--- config.mk ---
export PLATFORM = sky130hd
export DESIGN_NAME = instr_fetch_flat
export DESIGN_NICKNAME = d
export VERILOG_FILES = /design/src/rtl/fetch_pkg.sv /design/src/rtl/instr_fetch_if.sv /design/src/rtl/instr_fetch_pc_counter.sv /design/src/rtl/instr_fetch.sv /design/src/flat_wrapper.sv
export SDC_FILE = /design/constraint.sdc
export NUM_CORES = 1
export LEC_CHECK = 0
export ABC_CLOCK_PERIOD_IN_PS = 1840
export BUFFER_PORTS_ARGS = -buffer_cell sky130_fd_sc_hd__buf_2
export CAP_MARGIN = 25
export CELL_PAD_IN_SITES_DETAIL_PLACEMENT = 0
export CELL_PAD_IN_SITES_GLOBAL_PLACEMENT = 2
export CORE_MARGIN = 2
export CORE_UTILIZATION = 24
export DETAILED_ROUTE_END_ITERATION = 12
export HOLD_SLACK_MARGIN = 0.02
export MAX_ROUTING_LAYER = met4
export PLACE_DENSITY = 0.76
export SLEW_MARGIN = 40
export SYNTH_ARGS = -nofsm -noshare
export SYNTH_HDL_FRONTEND = slang
export SYNTH_SLANG_ARGS = --single-unit
--- constraint.sdc ---
create_clock -name clk -period 1.84 [get_ports clk]
set_input_delay 0.276 -clock clk [delete_from_list [all_inputs] [get_ports clk]]
set_output_delay 0.276 -clock clk [all_outputs]
set_load 0.02 [all_outputs]
--- src/rtl/fetch_pkg.sv ---
// rtl/fetch_pkg.sv - shared types and defaults for the instruction fetch sequencer
package fetch_pkg;

    localparam int IW_DEF = 12;
    localparam int AW_DEF = 8;
    localparam logic [3:0] HALT_OPCODE = 4'hF;

    typedef enum logic [2:0] {
        IDLE  = 3'd0,
        ISSUE = 3'd1,
        WAIT  = 3'd2,
        LOAD  = 3'd3,
        DROP  = 3'd4
    } fetch_state_t;

endpackage

--- src/rtl/instr_fetch_if.sv ---
// rtl/instr_fetch_if.sv - instruction memory read port between fetch sequencer and ROM/RAM
interface instr_fetch_if #(
    parameter int IW = 12,
    parameter int AW = 8
);
    logic          mem_rd;
    logic [AW-1:0] mem_addr;
    logic [IW-1:0] mem_data;
    logic          mem_valid;

    modport master (
        output mem_rd,
        output mem_addr,
        input  mem_data,
        input  mem_valid
    );

    modport slave (
        input  mem_rd,
        input  mem_addr,
        output mem_data,
        output mem_valid
    );
endinterface

--- src/rtl/instr_fetch_pc_counter.sv ---
// rtl/instr_fetch_pc_counter.sv - program counter register: load has priority over increment
module pc_counter #(
    parameter int AW = 8
) (
    input  logic          clk,
    input  logic          reset,
    input  logic          load,
    input  logic          inc,
    input  logic [AW-1:0] d,
    output logic [AW-1:0] q
);

    // Increment wraps naturally from all-ones back to zero.
    always_ff @(posedge clk) begin
        if (reset) begin
            q <= '0;
        end else if (load) begin
            q <= d;
        end else if (inc) begin
            q <= q + 1'b1;
        end
    end

endmodule

--- src/rtl/instr_fetch.sv ---
// rtl/instr_fetch.sv - fetch sequencer: PC, single outstanding memory read, IR load pulse
// Optional HALT opcode detection is enabled with FETCH_HALT_EN.
module instr_fetch
    import fetch_pkg::*;
#(
    parameter int         IW          = IW_DEF,
    parameter int         AW          = AW_DEF,
    parameter logic [3:0] HALT_OPCODE = fetch_pkg::HALT_OPCODE
) (
    input  logic                 clk,
    input  logic                 reset,
    input  logic                 fetch_req,
    input  logic                 pc_ld,
    input  logic [AW-1:0]        pc_in,
    instr_fetch_if.master        mem,
    output logic [IW-1:0]        ins,
    output logic                 ir_ld,
    output logic                 busy,
    output logic [AW-1:0]        pc,
    output logic                 halted
);

`ifdef FETCH_HALT_EN
    localparam bit HALT_EN = 1'b1;
`else
    localparam bit HALT_EN = 1'b0;
`endif

    fetch_state_t state;
    fetch_state_t state_nxt;
    logic         halt_hit;
    logic         pc_inc;
    logic         halted_q;

    always_ff @(posedge clk) begin
        if (reset) begin
            state <= IDLE;
        end else begin
            state <= state_nxt;
        end
    end

    // A jump while a read is in flight must still absorb that response (DROP),
    // unless the response arrives in the very same cycle as the jump.
    always_comb begin
        state_nxt = state;
        case (state)
            IDLE: begin
                if (fetch_req && !halted_q) begin
                    state_nxt = ISSUE;
                end
            end
            ISSUE: begin
                state_nxt = pc_ld ? DROP : WAIT;
            end
            WAIT: begin
                if (pc_ld) begin
                    state_nxt = mem.mem_valid ? IDLE : DROP;
                end else if (mem.mem_valid) begin
                    state_nxt = LOAD;
                end
            end
            LOAD: begin
                state_nxt = IDLE;
            end
            DROP: begin
                if (mem.mem_valid) begin
                    state_nxt = IDLE;
                end
            end
            default: begin
                state_nxt = IDLE;
            end
        endcase
    end

    always_ff @(posedge clk) begin
        if (reset) begin
            ins <= '0;
        end else if (state == WAIT && mem.mem_valid && !pc_ld) begin
            ins <= mem.mem_data;
        end
    end

    // ins already holds the fetched word while in LOAD, so the opcode is taken from it.
    assign halt_hit = HALT_EN && (state == LOAD) && (ins[IW-1 -: 4] == HALT_OPCODE);
    assign pc_inc   = (state == LOAD) && !halt_hit;

    always_ff @(posedge clk) begin
        if (reset) begin
            halted_q <= 1'b0;
        end else if (pc_ld) begin
            halted_q <= 1'b0;
        end else if (halt_hit) begin
            halted_q <= 1'b1;
        end
    end

    pc_counter #(
        .AW(AW)
    ) u_pc (
        .clk   (clk),
        .reset (reset),
        .load  (pc_ld),
        .inc   (pc_inc),
        .d     (pc_in),
        .q     (pc)
    );

    assign mem.mem_rd   = (state == ISSUE);
    assign mem.mem_addr = pc;
    assign ir_ld        = (state == LOAD);
    assign busy         = (state != IDLE);
    assign halted       = halted_q;

endmodule

--- src/flat_wrapper.sv ---
// flat-port wrapper written by rule: the top's interface ports become plain ports
module instr_fetch_flat import fetch_pkg::*;
#(
    parameter int         IW          = IW_DEF,
    parameter int         AW          = AW_DEF,
    parameter logic [3:0] HALT_OPCODE = fetch_pkg::HALT_OPCODE
)
  (clk, reset, fetch_req, pc_ld, pc_in, ins, ir_ld, busy, pc, halted, mem_mem_rd, mem_mem_addr, mem_mem_data, mem_mem_valid);
  instr_fetch_if #(.IW(IW), .AW(AW)) mem_i ();
  input  logic clk;
  input  logic reset;
  input  logic fetch_req;
  input  logic pc_ld;
  input  logic [AW-1:0] pc_in;
  output logic [IW-1:0] ins;
  output logic ir_ld;
  output logic busy;
  output logic [AW-1:0] pc;
  output logic halted;
  output wire logic [$bits(mem_i.mem_rd)-1:0] mem_mem_rd;
  output wire logic [$bits(mem_i.mem_addr)-1:0] mem_mem_addr;
  input wire logic [$bits(mem_i.mem_data)-1:0] mem_mem_data;
  input wire logic [$bits(mem_i.mem_valid)-1:0] mem_mem_valid;
  assign mem_mem_rd = mem_i.mem_rd;
  assign mem_mem_addr = mem_i.mem_addr;
  assign mem_i.mem_data = mem_mem_data;
  assign mem_i.mem_valid = mem_mem_valid;
  instr_fetch #(.IW(IW), .AW(AW), .HALT_OPCODE(HALT_OPCODE)) u_core (.clk(clk), .reset(reset), .fetch_req(fetch_req), .pc_ld(pc_ld), .pc_in(pc_in), .mem(mem_i), .ins(ins), .ir_ld(ir_ld), .busy(busy), .pc(pc), .halted(halted));
endmodule
# Word-level counts from Yosys, hierarchy flattened
# Cells that the tools add are included.
[word_totals]
regBits = 23
output_inout_bits = 32
[classes]
n_addsub = 1
eq_ne = 7
muxes = 9
reduce_logical = 7
[op_table]
columns = ["operator", "count"]
rows = [
  ["$mux 3", 6],
  ["$mux 8", 2],
  ["$pmux 3 s4", 1],
  ["$add 8x1->8 const B", 1],
  ["$eq 3x2->1 const B", 2],
  ["$eq 3x1->1 const B", 1],
  ["$eq 3x3->1 const B", 1],
  ["$logic_not 3->1", 1],
  ["$ne 3x3->1 const B", 1],
  ["$reduce_and 3->1", 1],
  ["$reduce_bool 3->1", 1],
  ["$logic_and 1x1->1", 2],
  ["$ne 2x1->1 const B", 1],
  ["$ne 2x2->1 const B", 1],
  ["$reduce_bool 2->1", 1],
  ["$logic_not 1->1", 1],
]

# Longest topological paths before layout
# Gate-level depths: netlist of run 1.
[depth]
word_depth = 3
ltp_mapped = 5
depth_no_buf = 4

# By module
# From an unflattened synthesis of run 1, not the netlist that was laid out.
[hier_totals]
cells_unflattened = 136
area_unflattened_um2 = 1280.0
[by_module_without_submodules]
columns = ["module", "instances", "cells_per_inst", "area_per_inst_um2"]
rows = [
  ["instr_fetch", 1, 83, 815.8],
  ["pc_counter", 1, 53, 464.2],
]

# Worst setup path after synthesis of run 1
# Ideal clock, no wire load.
[synth_timing]
path_type = "reg-to-reg"
startpoint = "register u_core.u_pc.q[0]"
endpoint = "register u_core.u_pc.q[6]"
setup_ns = 0.091
t_arrival_ns = 1.414
t_required_ns = 1.749
slack_ns = 0.335
path_stages_with_launch = 5
n_path_buf = 0
period_less_slack_ns = 1.505
cell_sequence = "dfxtp_1 > ha_1 > nand4b_1 > or3_1 > a311oi_1"
[synth_between]
elab_chain_cells = 3
[synth_rtl]
columns = ["item", "line", "rtl"]
rows = [
  ["from (decl)", "instr_fetch_pc_counter.sv:10", "output logic [AW-1:0] q"],
  ["from (signal assigned)", "instr_fetch_pc_counter.sv:20", "q <= q + 1'b1;"],
  ["$add 8x1->8", "instr_fetch_pc_counter.sv:20", ""],
  ["$mux 8", "instr_fetch_pc_counter.sv:19", "end else if (inc) begin"],
  ["$mux 8", "instr_fetch_pc_counter.sv:17", "end else if (load) begin"],
]
# No other way between the ends. The select of a mux whose other input is x is not followed.
# A chain may end at the register's enable or synchronous reset.

# Worst setup path after layout of run 1
[layout_timing]
startpoint = "register u_core.state[0]"
endpoint = "register u_core.ins[9]"
[layout_between]
elab_chain_cells = 3
[layout_rtl]
columns = ["item", "line", "rtl"]
rows = [
  ["from (decl)", "instr_fetch.sv:29", "fetch_state_t state;"],
  ["from (signal assigned)", "instr_fetch.sv:39", "state <= state_nxt;"],
  ["$eq 3x2->1", "instr_fetch.sv:80", "end else if (state == WAIT && mem.mem_valid && !pc_ld) begin"],
  ["$logic_and 1x1->1 (2 in a row)", "instr_fetch.sv:80", ""],
  ["to (signal assigned)", "instr_fetch.sv:81", "ins <= mem.mem_data;"],
  ["to (decl)", "instr_fetch.sv:16", "output logic [IW-1:0] ins,"],
]
# No other way between the ends.

==> impl_metrics.yaml, run 1 <==
pwr:
  irDropWorstVdd_v: 0.0002319
  p_seq_frac: 0.524
  clkPwrFrac: 0.311
  power.leakage_nw: 0.6350
  p_int_mw: 0.7338
  swShare: 0.2929
  p_comb_frac: 0.165
  p_per_area_nw_per_um2: 718.1
  p_switching_mw: 0.3039
global_routing:
  overflow: 0
  first_global_vias: 1049
  grt_start_max_net_pins: 24
  grt_pass1_wl_mm: 4.954
  antenna_found_initial: 0
  grt_usage: 0.1228
drt:
  wirelength_mm: 3.146
  vias_per_cell: 4.948
  vias: 1153
  firstDrtPassIters: 4
  drc_errors: 0
  drt_iter0_drc: 83
  drt-wirelength-per-cell_microns: 13.50
  detail-route-antenna-nets: 0
yosys:
  netlist_area_sq_um: 1154
  ys_warn_count: 0
  synth_edf_count: 0
  ys.flop_type: "dfxtp_1"
  synth.ff_latch_count: 23
  post-synth-top-count-cell: "dfxtp_1"
  yosys.area_share.adder: 0.01085
  syn-num-nets: 162
  synth.distinct_cells: 34
  synthMuxAreaShare: 0
  synth-simple-area-share: 0.2343
  syn_inst: 136
  synth_area_leader_cell: "dfxtp_1"
  synth_compound_gate_area_share: 0.2148
  avgSynthCellArea_sq_um: 8.482
  synth_top_family_by_area: "simple AND/OR/NAND/NOR gates"
  ys_seq_area_frac: 0.3991
  yosys-top-cells-area: "dfxtp_1, buf_4, o21ai_0"
  synthArstFlopShare: 0
  synth_xor_area_frac: 0.02278
  ys_top_cells_by_count: "dfxtp_1, o21ai_0, a21oi_1, nand3_1, buf_4"
  synth_top_area_frac: 0.3991
placement:
  place_area_sq_um: 1398
  dp_cells: 229
  globalplace.congestion: 0.7152
  dpl.hpwl_mm: 2.276
  io_buffers: 55
critical_path:
  crit_fanout: 12
  setup.worst_path.end_class: "flop"
  worst_ep_required_time_ns: 1.98
  cp-start-kind: "flop"
  crit_type: "flop to flop"
  cp_data_arrival_time_ns: 1.80
clock_network:
  clock-sinks: 23
  cts_root_buf: "clkbuf_8"
  clock_latency_ns: 0.26
  ctsHoldBuffers: 0
  cts_tree: "built"
  post_cts_buffers: 0
  cts_buffers: 3
  cts_buffer_depth: 2
  clk_pin_slew_worst_paths_ns: 0.09
  h-tree-depth: 1
timing:
  finalHoldViolations: 0
  setup_violations: 0
  tns_ns: 0
  min_period_ns: 1.659
  grt_setup_unrepaired: "no"
  clock_skew_ns: 0.001572
  period_share: 0.9015
  max_freq_mhz: 602.8
  drv_slew: 0
cells_and_area:
  final_cell_area_sq_um: 1445
  syn_to_final_growth_pct: 25.27
  insertedDiodeCount: 0
  nNetsFinal: 206
  layout-drive-gt1-share: 0.3631
  finalNonFillerCells: 233
worst_hold_path:
  min_path_type: "input pin to flop"
floorplan:
  initial_core_util: 0.2459
  core_area_sq_um: 4692
  ios: 57
  chipWidth_microns: 73.33
  die_h_microns: 73.33
  die-area_sq_um: 5377
  fp-row-count: 25
status:
  status: "finished clean"
job:
  drv_cap: 0
power groups by stage:
stage               sequential [mW]  combinational, mW  clock [mW]
floorplan                     0.561              0.111           0
global placement              0.554              0.172           0
detailed placement            0.555              0.173           0
CTS                           0.544              0.173       0.343
global route                  0.549              0.187       0.351
finish                        0.544              0.171       0.323
cells in the final DEF, fill, tap and decap left out, types with 2 or more instances in the layout:
cell type / synthesis / routed
nand2_1: 3 / 3
buf_2: 1 / 55
o21ai_0: 14 / 14
or4_1: 2 / 2
clkbuf_8: 0 / 3
buf_4: 11 / 3
a21oi_1: 13 / 13
nand4_1: 3 / 3
inv_1: 2 / 2
nand3_1: 13 / 13
a211oi_1: 2 / 2
a311oi_1: 6 / 6
nor2_1: 9 / 9
dfxtp_1: 23 / 22
xnor2_1: 2 / 2
or3_1: 5 / 5
nand2b_1: 3 / 3
o31ai_1: 2 / 2
layer usage:
layer | part of all wire | GRT usage
met5 | 0 | -
met2 | 0.47 | 0.1882
met4 | 0.013 | 0.05455
met3 | 0.032 | 0.01783
met1 | 0.49 | 0.1607
worst max-delay path: stages (launching register included):
cell     delay (ns)
dfxtp_1        0.44
or4b_1         0.74
o21ai_0        0.25
a21oi_1        0.09
flip-flops by register name (all words and copies together) (netlist names):
name           flops
u_core.ins        12
u_core.u_pc.q      8
u_core.state       3
metrics by stage:
step           hold WS [ns]  utilization  total power, mW  setup slack [ns]
2_1_floorplan        0.3481            -           0.6721            0.3348
3_3_place_gp         0.4641       0.2979           0.7262            0.2139
3_5_place_dp         0.4652       0.2979           0.7282            0.1078
4_1_cts              0.2136       0.3077            1.060           0.08968
5_1_grt              0.2234       0.3080            1.087           0.06228
6_report             0.2153       0.3080            1.038            0.1812
worst paths after layout:
path	depth (start not counted)	startpoint	end	slack, ns
min	2	pc_ld	u_core.state[1]$_SDFFE_PP0P_	0.22
max reg2reg	3	u_core.state[0]$_SDFFE_PP0P_	u_core.ins[9]$_SDFFE_PP0P_	0.18
min reg2reg	2	u_core.ins[11]$_SDFFE_PP0P_	u_core.ins[11]$_SDFFE_PP0P_	0.48
max	3	u_core.state[0]$_SDFFE_PP0P_	u_core.ins[9]$_SDFFE_PP0P_	0.18
what timing repair did:
item	4_1_cts	5_1_grt
endpoints found under the hold margin	0	0
gates resized for setup	0	1
setup endpoints to repair	0	7
kinds of logic (layout without fill, tap and decap cells):
logic type	Yosys count	after routing
adder cells (fa/ha/maj)	1	1
AO/OA/AOI/OAI	41	41
buffers and inverters	22	65
flip-flops	23	23
AND/OR/NAND/NOR	45	45
XOR/XNOR	3	3
other	1	1
area by class of cell:
class,count,area (sq um)
Fill cell,525,3247
Timing Repair Buffer,58,297.8
Inverter,3,11.26
Tap cell,54,67.56
Multi-Input combinational cell,91,560.5
Sequential cell,23,461.7
Clock buffer,3,41.29
Clock inverter,1,5.005
Power figures use the tool's default switching activity.
==> run 2: changes to the inputs <==
--- a/config.mk
+++ b/config.mk
@@ -11,11 +11,12 @@
 export CELL_PAD_IN_SITES_DETAIL_PLACEMENT = 0
 export CELL_PAD_IN_SITES_GLOBAL_PLACEMENT = 2
 export CORE_MARGIN = 2
-export CORE_UTILIZATION = 24
+export CORE_UTILIZATION = 25
+export CTS_BUF_LIST = sky130_fd_sc_hd__clkbuf_2
 export DETAILED_ROUTE_END_ITERATION = 12
 export HOLD_SLACK_MARGIN = 0.02
 export MAX_ROUTING_LAYER = met4
-export PLACE_DENSITY = 0.76
+export PLACE_DENSITY = 0.79
 export SLEW_MARGIN = 40
 export SYNTH_ARGS = -nofsm -noshare
 export SYNTH_HDL_FRONTEND = slang
==> run 2 against run 1 <==
Against the previous run:
- maximum frequency decreased by 1.1%
- total power decreased by 12%
- critical path type is now flop to output pin
- clock skew grew 0.0052 ns
- utilization increased by 1.3 points
- final cell count down 0.86%
==> impl_metrics.yaml, run 2 (synthesis results as in run 1) <==
pwr:
  p_per_area_nw_per_um2: 646.8
  power.leakage_nw: 0.6259
  irDropWorstVdd_v: 0.0001889
critical_path:
  worst_ep_required_time_ns: 1.56
  setup.worst_path.end_class: "output pin"
  cp-start-kind: "flop"
  crit_fanout: 11
  crit_type: "flop to output pin"
  cp_data_arrival_time_ns: 1.40
timing:
  drv_slew: 0
  min_period_ns: 1.677
  grt_setup_unrepaired: "no"
  whs_ns: 0.1418
  clock_skew_ns: 0.006767
  tns_ns: 0
  finalHoldViolations: 0
  setup_violations: 0
  max_freq_mhz: 596.2
  period_share: 0.9116
clock_network:
  cts_root_buf: "clkbuf_2"
  cts_buffers: 3
  cts_resized: 0
  clock_latency_ns: 0.32
  clk_pin_slew_worst_paths_ns: 0.22
  post_cts_buffers: 0
  clock-sinks: 23
  cts_tree: "built"
  h-tree-depth: 1
  cts_buffer_depth: 2
  ctsHoldBuffers: 0
drt:
  firstDrtPassIters: 4
  vias: 1133
  vias_per_cell: 4.905
  detail-route-antenna-nets: 0
  drc_errors: 0
  wirelength_mm: 3.057
  drt-wirelength-per-cell_microns: 13.23
  drt_iter0_drc: 42
worst_hold_path:
  min_path_type: "input pin to flop"
global_routing:
  grt_pass1_wl_mm: 4.740
  overflow: 0
  grt_usage: 0.1176
  first_global_vias: 986
  antenna_found_initial: 0
  grt_start_max_net_pins: 24
cells_and_area:
  layout-drive-gt1-share: 0.3631
  regMostFlops: "u_core.ins"
  utilization: 0.3209
  final_common_cell: "buf_2"
  largest_reg_flops: 12
  mostFrequentLayoutCells: "buf_2, dfxtp_1, o21ai_0, nand3_1, a21oi_1"
  finalNonFillerCells: 231
  n_fill_cell: 484
  insertedDiodeCount: 0
  syn_to_final_growth_pct: 22.78
  nNetsFinal: 206
  reg_top3: "u_core.ins: 12 flops, u_core.u_pc.q: 8 flops, u_core.state: 3 flops"
placement:
  globalplace.congestion: 0.7089
  dpl.hpwl_mm: 2.308
  io_buffers: 55
  dp_cells: 227
floorplan:
  ios: 57
  initial_core_util: 0.2613
  core_area_sq_um: 4414
  die-area_sq_um: 5174
  chipWidth_microns: 71.93
  fp-row-count: 24
  die_h_microns: 71.93
job:
  drv_cap: 0
status:
  status: "finished clean"
-- run 2: cell count changes in the layout (fill, tap and decap cells not counted) --
cell / change
clkbuf_8: -3
clkbuf_2: +3
-- run 2: layout make-up --
class	count	area (sq um)	area share
clock buffers	3	15.01	0.01060
clock inverters	1	5.005	0.003534
inverters	3	11.26	0.007951
multi-input cells	91	560.5	0.3958
flip-flops and latches	23	461.7	0.3260
well taps	52	65.06	0.04594
repair buffers	58	297.8	0.2102
-- run 2: worst max-delay path: stages, from the launching register on --
cell	delay (ns)
dfxtp_1	0.61
nand3b_4	0.16
inv_1	0.13
buf_2	0.18
-- run 2: final timing paths --
check | start | endpoint | slack, ns | cells past startpoint
max | u_core.state[0]$_SDFFE_PP0P_ | ir_ld | 0.16 | 3
min reg2reg | u_core.ins[11]$_SDFFE_PP0P_ | u_core.ins[11]$_SDFFE_PP0P_ | 0.49 | 2
min | pc_ld | u_core.state[1]$_SDFFE_PP0P_ | 0.14 | 2
max reg2reg | u_core.state[0]$_SDFFE_PP0P_ | u_core.u_pc.q[7]$_SDFFE_PP0P_ | 0.18 | 3
-- run 2: stage by stage --
stage	area [sq um]	total power, mW	setup WS (ns)
finish	1416	0.9161	0.1626
global route	1416	0.9773	0.01538
CTS	1415	0.9358	0.08681
detailed placement	1395	0.7292	0.1219
global placement	1395	0.7255	0.2139
floorplan	1154	0.6721	0.3348
-- run 2: power breakdown --
| group | total (mW) | leakage [nW] | switching, mW | internal (mW) |
|---|---|---|---|---|
| Clock | 0.199 | 0.0164 | 0.150 | 0.0493 |
| Sequential | 0.545 | 0.188 | 0.0274 | 0.517 |
| Combinational | 0.172 | 0.421 | 0.105 | 0.0672 |
-- run 2: routing by layer --
layer  global-route usage  vias to the layer above  part of all wire
met4              0.05031                        0             0.011
met3              0.01528                        2             0.032
met1               0.1582                      537              0.47
met5                    -                        -                 0
li1                     -                      576                 -
met2               0.1780                       18              0.49
==> run 3: changes to the inputs <==
--- a/config.mk
+++ b/config.mk
@@ -16,7 +16,7 @@
 export DETAILED_ROUTE_END_ITERATION = 12
 export HOLD_SLACK_MARGIN = 0.02
 export MAX_ROUTING_LAYER = met4
-export PLACE_DENSITY = 0.79
+export PLACE_DENSITY = 0.88
 export SLEW_MARGIN = 40
 export SYNTH_ARGS = -nofsm -noshare
 export SYNTH_HDL_FRONTEND = slang
==> run 3 against run 2 <==
Against the previous run:
- sequential share of layout area is 0.40 points lower
- utilization rose by 0.31 points
- clock skew is 0.0039 ns higher
- register-to-register slack improved by 0.08 ns
- sequential power barely moved
- largest cell class unchanged
==> impl_metrics.yaml, run 3 (synthesis results as in run 1) <==
timing:
  finalHoldViolations: 0
  drv_slew: 0
  min_period_ns: 1.730
  clock_skew_ns: 0.01065
  max_freq_mhz: 578.0
  setup_violations: 0
  grt_setup_unrepaired: "no"
  period_share: 0.9404
  tns_ns: 0
placement:
  dpl.hpwl_mm: 2.241
  io_buffers: 55
  globalplace.congestion: 0.6994
critical_path:
  rr_startpoint: "u_core.state[1]$_SDFFE_PP0P_"
  slowest_delay_ns: 0.43
  worst_ep_required_time_ns: 1.56
  regToRegEndpoint: "u_core.ins[0]$_SDFFE_PP0P_"
  crit_start: "u_core.state[1]$_SDFFE_PP0P_"
  worstRegToRegCells: 3
  setup.worst_path.end_class: "output pin"
  cp_slowest_cell: "dfxtp_1"
  endpoint: "busy"
  crit_fanout: 7
  crit_type: "flop to output pin"
  path_cells: "buf_4 > or3_1 > buf_2"
  r2r_slack_ns: 0.26
  cp_data_arrival_time_ns: 1.45
  cp-start-kind: "flop"
drt:
  wirelength_mm: 3.133
  firstDrtPassIters: 2
  drt_iter0_drc: 58
  vias: 1132
  vias_per_cell: 4.858
  drt-wirelength-per-cell_microns: 13.45
  detail-route-antenna-nets: 0
  drc_errors: 0
job:
  drv_cap: 0
cells_and_area:
  nNetsFinal: 208
  n_fill_cell: 499
  insertedDiodeCount: 0
  reg_top3: "u_core.ins: 12 flops, u_core.u_pc.q: 8 flops, u_core.state: 3 flops"
  final_common_cell: "buf_2"
  largest_reg_flops: 12
  syn_to_final_growth_pct: 23.97
  mostFrequentLayoutCells: "buf_2, dfxtp_1, o21ai_0, nand3_1, a21oi_1"
  layout-drive-gt1-share: 0.3646
  regMostFlops: "u_core.ins"
pwr:
  p_seq_frac: 0.587
  power_mw: 0.9242
  power.leakage_nw: 0.6363
  p_int_mw: 0.6360
  p_switching_mw: 0.2882
  p_comb_frac: 0.193
  swShare: 0.3118
  irDropWorstVdd_v: 0.0001997
  clkPwrFrac: 0.220
  p_per_area_nw_per_um2: 646.3
global_routing:
  grt_usage: 0.1241
  first_global_vias: 1099
  overflow: 0
  antenna_found_initial: 0
  grt_pass1_wl_mm: 5.016
  grt_start_max_net_pins: 24
floorplan:
  ios: 57
  fp-row-count: 24
  die-area_sq_um: 5174
  chipWidth_microns: 71.93
  initial_core_util: 0.2613
  die_h_microns: 71.93
  core_area_sq_um: 4414
worst_hold_path:
  whs_path_depth: 2
  min_path_type: "input pin to flop"
clock_network:
  ctsHoldBuffers: 0
  post_cts_buffers: 0
  cts_root_buf: "clkbuf_2"
  cts_resized: 0
  clock_latency_ns: 0.33
  clk_pin_slew_worst_paths_ns: 0.22
  h-tree-depth: 1
  cts_buffers: 3
  cts_buffer_depth: 2
  clock-sinks: 23
  cts_tree: "built"
status:
  status: "finished clean"
run 3: layout make-up:
type                    count  area [sq um]  area share
flip-flops and latches     23         460.4      0.3220
repair buffers             60         312.8      0.2187
clock inverters             1         5.005    0.003500
well taps                  52         65.06     0.04549
inverters                   3         11.26    0.007874
clock buffers               3         15.01     0.01050
multi-input cells          91         560.5      0.3920
run 3: how the worst min path moves through the flow:
stage | from | end
after floorplan | reset | u_core.u_pc.q[3]$_SDFFE_PP0P_
after global placement | u_core.ins[4]$_SDFFE_PP0P_ | u_core.ins[4]$_SDFFE_PP0P_
after detailed placement | u_core.ins[11]$_SDFFE_PP0P_ | u_core.ins[11]$_SDFFE_PP0P_
after CTS | pc_ld | u_core.state[1]$_SDFFE_PP0P_
after global routing | pc_ld | u_core.state[1]$_SDFFE_PP0P_
final | pc_ld | u_core.state[1]$_SDFFE_PP0P_
run 3: per-stage QoR:
| step | setup WS, ns | cell area [sq um] | hold slack, ns | instances | utilization |
|---|---|---|---|---|---|
| global placement | 0.2980 | 1410 | 0.4624 | 229 | 0.3194 |
| CTS | 0.08937 | 1430 | 0.1278 | 233 | 0.3240 |
| global route | 0.01685 | 1430 | 0.1111 | 233 | 0.3240 |
| detailed placement | 0.2698 | 1410 | 0.4670 | 229 | 0.3194 |
| finish | 0.1098 | 1430 | 0.1429 | 233 | 0.3240 |
| floorplan | 0.3348 | 1154 | 0.3481 | 136 | - |
run 3: per-layer routing:
metal | vias up | part of all wire | global-route usage
met5 | - | 0 | -
met4 | 0 | 0.013 | 0.05241
met3 | 4 | 0.041 | 0.02361
met2 | 25 | 0.49 | 0.1903
met1 | 522 | 0.46 | 0.1605
li1 | 581 | - | -
run 3: worst max-delay path, delay by kind of cell (launching register included):
kind	cells	cell delay, ns
and+or+nand+nor	1	0.34
DFF	1	0.43
buffers and inverters	2	0.36
run 3: power groups by stage:
stage / registers [mW] / logic [mW] / clock network [mW]
after floorplan: 0.561 / 0.111 / 0
after global placement: 0.552 / 0.179 / 0
after detailed placement: 0.552 / 0.179 / 0
after CTS: 0.543 / 0.180 / 0.213
after global routing: 0.547 / 0.193 / 0.231
final: 0.542 / 0.178 / 0.203
